File: config.mk
export PLATFORM = sky130hd
export DESIGN_NAME = uart_rx
export DESIGN_NICKNAME = d
export VERILOG_FILES = /design/src/rtl/uart_rx.sv
export SDC_FILE = /design/constraint.sdc
export NUM_CORES = 1
export LEC_CHECK = 0
export ABC_AREA = 1
export CORE_MARGIN = 3
export CORE_UTILIZATION = 60
export DETAILED_ROUTE_END_ITERATION = 8
export HOLD_SLACK_MARGIN = 0.12
export PLACE_DENSITY = 0.81
export REMOVE_ABC_BUFFERS = 1
export SYNTH_ARGS = -nofsm -noshare
export SYNTH_HDL_FRONTEND = slang
export SYNTH_SLANG_ARGS = --single-unit
File: constraint.sdc
create_clock -name i_clock -period 2.9 [get_ports i_clock]
set_clock_uncertainty 0.1 [all_clocks]
set_input_delay 0.725 -clock i_clock [delete_from_list [all_inputs] [get_ports i_clock]]
set_output_delay 0.725 -clock i_clock [all_outputs]
set_load 0.02 [all_outputs]
File: src/rtl/uart_rx.sv
// 16x-oversampled UART receiver (8N1, LSB first) fed by the baud tick generator.
// Define UART_RX_PARITY_EN to add a parity bit between data and stop (PARITY_ODD selects odd parity).
module uart_rx #(
  parameter int NB_DATA    = 8,
  parameter int SB_TICK    = 16,
  parameter int NB_TICKCNT = 5,
  parameter int NB_BITCNT  = $clog2(NB_DATA)
`ifdef UART_RX_PARITY_EN
  ,
  parameter bit PARITY_ODD = 1'b0
`endif
) (
  input  logic               i_clock,
  input  logic               i_reset,
  input  logic               i_tick,
  input  logic               i_rx,
  output logic [NB_DATA-1:0] o_data,
  output logic               o_rx_done,
  output logic               o_frame_err
`ifdef UART_RX_PARITY_EN
  ,
  output logic               o_parity_err
`endif
);

  typedef enum logic [2:0] {
    S_IDLE,
    S_START,
    S_DATA,
`ifdef UART_RX_PARITY_EN
    S_PARITY,
`endif
    S_STOP
  } state_e;

  localparam logic [NB_TICKCNT-1:0] TICK_HALF = NB_TICKCNT'(7);
  localparam logic [NB_TICKCNT-1:0] TICK_LAST = NB_TICKCNT'(15);
  localparam logic [NB_TICKCNT-1:0] TICK_STOP = NB_TICKCNT'(SB_TICK - 1);
  localparam logic [NB_BITCNT-1:0]  BIT_LAST  = NB_BITCNT'(NB_DATA - 1);

  state_e                state_q, state_d;
  logic [1:0]            sync_q;
  logic [NB_TICKCNT-1:0] tick_q, tick_d;
  logic [NB_BITCNT-1:0]  bit_q, bit_d;
  logic [NB_DATA-1:0]    shift_q, shift_d;
  logic [NB_DATA-1:0]    data_q, data_d;
  logic                  done_q, done_d;
  logic                  ferr_q, ferr_d;
`ifdef UART_RX_PARITY_EN
  logic                  par_bit_q, par_bit_d;
  logic                  perr_q, perr_d;
`endif
  logic                  rx_s;

  assign rx_s = sync_q[1];

  always_ff @(posedge i_clock) begin
    // NOTE: non-blocking assignments so every flop samples pre-edge values regardless of statement order.
    if (!i_reset) begin
      sync_q    <= 2'b11;
      state_q   <= S_IDLE;
      tick_q    <= '0;
      bit_q     <= '0;
      shift_q   <= '0;
      data_q    <= '0;
      done_q    <= 1'b0;
      ferr_q    <= 1'b0;
`ifdef UART_RX_PARITY_EN
      par_bit_q <= 1'b0;
      perr_q    <= 1'b0;
`endif
    end else begin
      sync_q    <= {sync_q[0], i_rx};
      state_q   <= state_d;
      tick_q    <= tick_d;
      bit_q     <= bit_d;
      shift_q   <= shift_d;
      data_q    <= data_d;
      done_q    <= done_d;
      ferr_q    <= ferr_d;
`ifdef UART_RX_PARITY_EN
      par_bit_q <= par_bit_d;
      perr_q    <= perr_d;
`endif
    end
  end

  always_comb begin
    // NOTE: every signal gets its hold value first, so no branch can leave one unassigned and infer a latch.
    state_d   = state_q;
    tick_d    = tick_q;
    bit_d     = bit_q;
    shift_d   = shift_q;
    data_d    = data_q;
    done_d    = 1'b0;
    ferr_d    = ferr_q;
`ifdef UART_RX_PARITY_EN
    par_bit_d = par_bit_q;
    perr_d    = perr_q;
`endif
    case (state_q)
      S_IDLE: begin
        if (!rx_s) begin
          state_d = S_START;
          tick_d  = '0;
        end
      end
      S_START: begin
        if (i_tick) begin
          if (tick_q == TICK_HALF) begin
            // Line back high at mid start bit: a glitch, not a frame.
            if (!rx_s) begin
              state_d = S_DATA;
              tick_d  = '0;
              bit_d   = '0;
            end else begin
              state_d = S_IDLE;
            end
          end else begin
            tick_d = tick_q + 1'b1;
          end
        end
      end
      S_DATA: begin
        if (i_tick) begin
          if (tick_q == TICK_LAST) begin
            shift_d = {rx_s, shift_q[NB_DATA-1:1]};
            tick_d  = '0;
            if (bit_q == BIT_LAST) begin
`ifdef UART_RX_PARITY_EN
              state_d = S_PARITY;
`else
              state_d = S_STOP;
`endif
            end else begin
              bit_d = bit_q + 1'b1;
            end
          end else begin
            tick_d = tick_q + 1'b1;
          end
        end
      end
`ifdef UART_RX_PARITY_EN
      S_PARITY: begin
        if (i_tick) begin
          if (tick_q == TICK_LAST) begin
            par_bit_d = rx_s;
            tick_d    = '0;
            state_d   = S_STOP;
          end else begin
            tick_d = tick_q + 1'b1;
          end
        end
      end
`endif
      S_STOP: begin
        if (i_tick) begin
          if (tick_q == TICK_STOP) begin
            data_d  = shift_q;
            ferr_d  = ~rx_s;
            done_d  = 1'b1;
            state_d = S_IDLE;
`ifdef UART_RX_PARITY_EN
            perr_d  = (^shift_q) ^ par_bit_q ^ PARITY_ODD;
`endif
          end else begin
            tick_d = tick_q + 1'b1;
          end
        end
      end
      default: state_d = S_IDLE;
    endcase
  end

  assign o_data       = data_q;
  assign o_rx_done    = done_q;
  assign o_frame_err  = ferr_q;
`ifdef UART_RX_PARITY_EN
  assign o_parity_err = perr_q;
`endif

endmodule

==> results.md <==
- Status: finished clean
- DRT antenna net count: 0
- Pint: roughly 0.64 mW
- #FFs+latches synth: 30
- Rows: 17
- Final Instance Area: around 1700 sq um
- FF-to-FF Start: state_q[0]
- Sink Count: 30
- Reg2reg path depth: 7
- Max Fclk: ~0.47 GHz
- Synth cell types: 26
- H-tree levels: 2
- Fin. Hold Viols: 0
- Delay-heaviest family, CP: buffers and inverters
- Post-place setup slack: approximately 610 ps
- Largest net degree at the start of global routing: 21
- Hold Path End: sync_q[1]
- Fin util: 0.7451
- Area Growth Syn to Fin: 14.38%
- RSZ-0062 raised after global routing: false
- Buffers on Ports: 13
- P_sw: approximately 0.24 mW
- # IOs: 14
- Critical Path Fanout Max: 2
- Die area: about 3100 sq um
- Avg Inst Size Synth: 7.674 sq um
- Final worst slack: 785.0 ps
- Post-route insts no fill: 240
- Crit-path slowest cell: clkdlybuf4s50_1
- Die width: 55.94 um
- PwrDens: between 500 and 600 nW/um^2
- DR WL/cell: 11.41 um
- Vias: ~1300
- Max Slew Vio Count: 0
- Fin crit share: 0.7293
- Antenna diodes: 0
- Logic pwr share: 0.168
- Ys Warns: 0
- Switch share: 0.2748
- Detailed Route Iter0 Violations: 65
- Reg clk slew, reported paths: 100 ps
- CTS Buffer Depth: 2
- Power share of the clock group: 0.342
- Vias in the first global route: about 1200
- Tot Pwr: 0.8852 mW
- 1st-pass router iterations: 4
- Worst setup EP type: primary output
- Delay of the slowest cell on the worst path: a little over 600 ps
- Final setup viols: 0
- WHS Path Cells: 1
- Share of layout cells above drive strength 1: 0.1179
- Worst min-delay path class: reg -> reg
- Dpl hpwl: 2.022 mm
- CTS resizes: 0
- Initial antenna violation count: 0
- Max_slew headroom: 0.6882
- Seq pwr share: 0.490
- Pleak: around 0.75 nW
- # DRC: 0
- Num CTS Buffers: 5
- Peak VDD IR: roughly 0.46 mV
- Max-Cap Viols: 0
- Core box area: roughly 2300 sq um
- Synth Instances: around 200
- Hold path startpoint: sync_q[0]
- Worst-Skew Late Latency: 320 ps
- Initial Util: 0.6514
- Fin nets: around 230
- Worst r2r dst: tick_q[2]
- Startpoint Class: flop
- CP Class: reg -> out
- Synth Cell Area: 1496 sq um
- Crit path DAT: between 1000 and 1500 ps
- FF-to-FF setup slack: 1020 ps
- Worst-margin pin slew: 467.7 ps
- Crit path cell chain: clkdlybuf4s50_1
- Setup TNS: 0 ps
- Req. time, crit path: 2080 ps
- Global route overflow: 0
- CTS tree: built
- Seq/Total Area, Yosys: 0.4013
- # Post-CTS Setup Buffers: 0
- Gpl congestion: roughly 0.92
- Min Tclk post-route: 2115 ps
- Total GRT Usage: 0.1975
- Die height: ~56 um
- Hold Slack: roughly 320 ps
- Hold buffers post-CTS: 0
- Cells after DPL: 232
- Number of buffers and inverters on the critical path: 1
- First-pass GRT wire length: about 5 mm
- Drt total wl: approximately 2.7 mm
- Dpl cell area: approximately 1600 sq um
- Avg Vias per Cell: 5.221
- Clock root buffer master: clkbuf_4
- Most frequent cells in the layout: inv_1, nand2_1, dfxtp_1
## cell type report
| type | instances | area, sq um |
|---|---|---|
| multi-input combinational | 124 | 724.4 |
| sequential | 30 | 600.6 |
| fill | 185 | 585.6 |
| timing repair buffer | 14 | 137.6 |
| inverter | 36 | 135.1 |
| clock buffer | 8 | 78.83 |
| tap | 28 | 35.03 |
## cells in the mapped netlist
master    number  area share
nand2_4        1      0.0075
buf_6          2       0.015
inv_1         32       0.080
nand4_1        1      0.0042
inv_2          3      0.0075
nor2_1         9       0.023
or2_2          2      0.0084
buf_2          1      0.0033
a21oi_4        1       0.011
o21ai_2        2       0.012
ha_1          10       0.084
clkinv_1       1      0.0025
nand3_4        2       0.023
clkbuf_1       1      0.0025
clkbuf_2       1      0.0033
nand3_2        1      0.0067
o21ai_0       20       0.067
o21ai_1        3       0.010
nand3_1       10       0.033
nand4_2        2       0.017
xnor2_1        1      0.0059
nor2_2         1      0.0042
nand2_2        1      0.0042
a21oi_1       25       0.084
nand2_1       32       0.080
dfxtp_1       30        0.40
## cell families after synthesis
group                      Yosys count  synth area share
and+or+nand+nor                     62            0.2115
DFF                                 30            0.4013
AOI/OAI and AO/OA                   51            0.1831
xor gates and xnor gates             1          0.005854
adders and majority gates           10           0.08361
buffers and inverters               41            0.1145
## worst max-delay path by stage
stage	slack [ps]	to	cells past startpoint	start
global route	740	o_data[3]	1	o_data[3]
CTS	770	o_data[3]	1	o_data[3]
global placement	700	state_q[0]	8	i_tick
detailed placement	610	bit_q[2]	6	i_tick
finish	780	o_data[3]	1	o_data[3]
floorplan	1240	state_q[0]	8	state_q[0]
## per-layer routing
layer,global-route usage,share of wire
met3,0.05336,0.045
met1,0.2442,0.47
met4,0.08814,0.018
met5,0,0
met2,0.3209,0.46
## sequential cells by signal, indices dropped and copies added (netlist names)
signal / cells
o_data: 8
shift_q: 8
tick_q: 5
bit_q: 3
state_q: 2
sync_q: 2
o_frame_err: 1
o_rx_done: 1
## power by group through the flow
stage / clock [mW] / sequential [mW] / combinational, mW
2_1_floorplan: 0 / 0.441 / 0.114
3_3_place_gp: 0 / 0.442 / 0.141
3_5_place_dp: 0 / 0.443 / 0.147
4_1_cts: 0.309 / 0.434 / 0.148
5_1_grt: 0.321 / 0.436 / 0.171
6_report: 0.303 / 0.434 / 0.149
No activity file was read; power rests on OpenSTA's default activity.
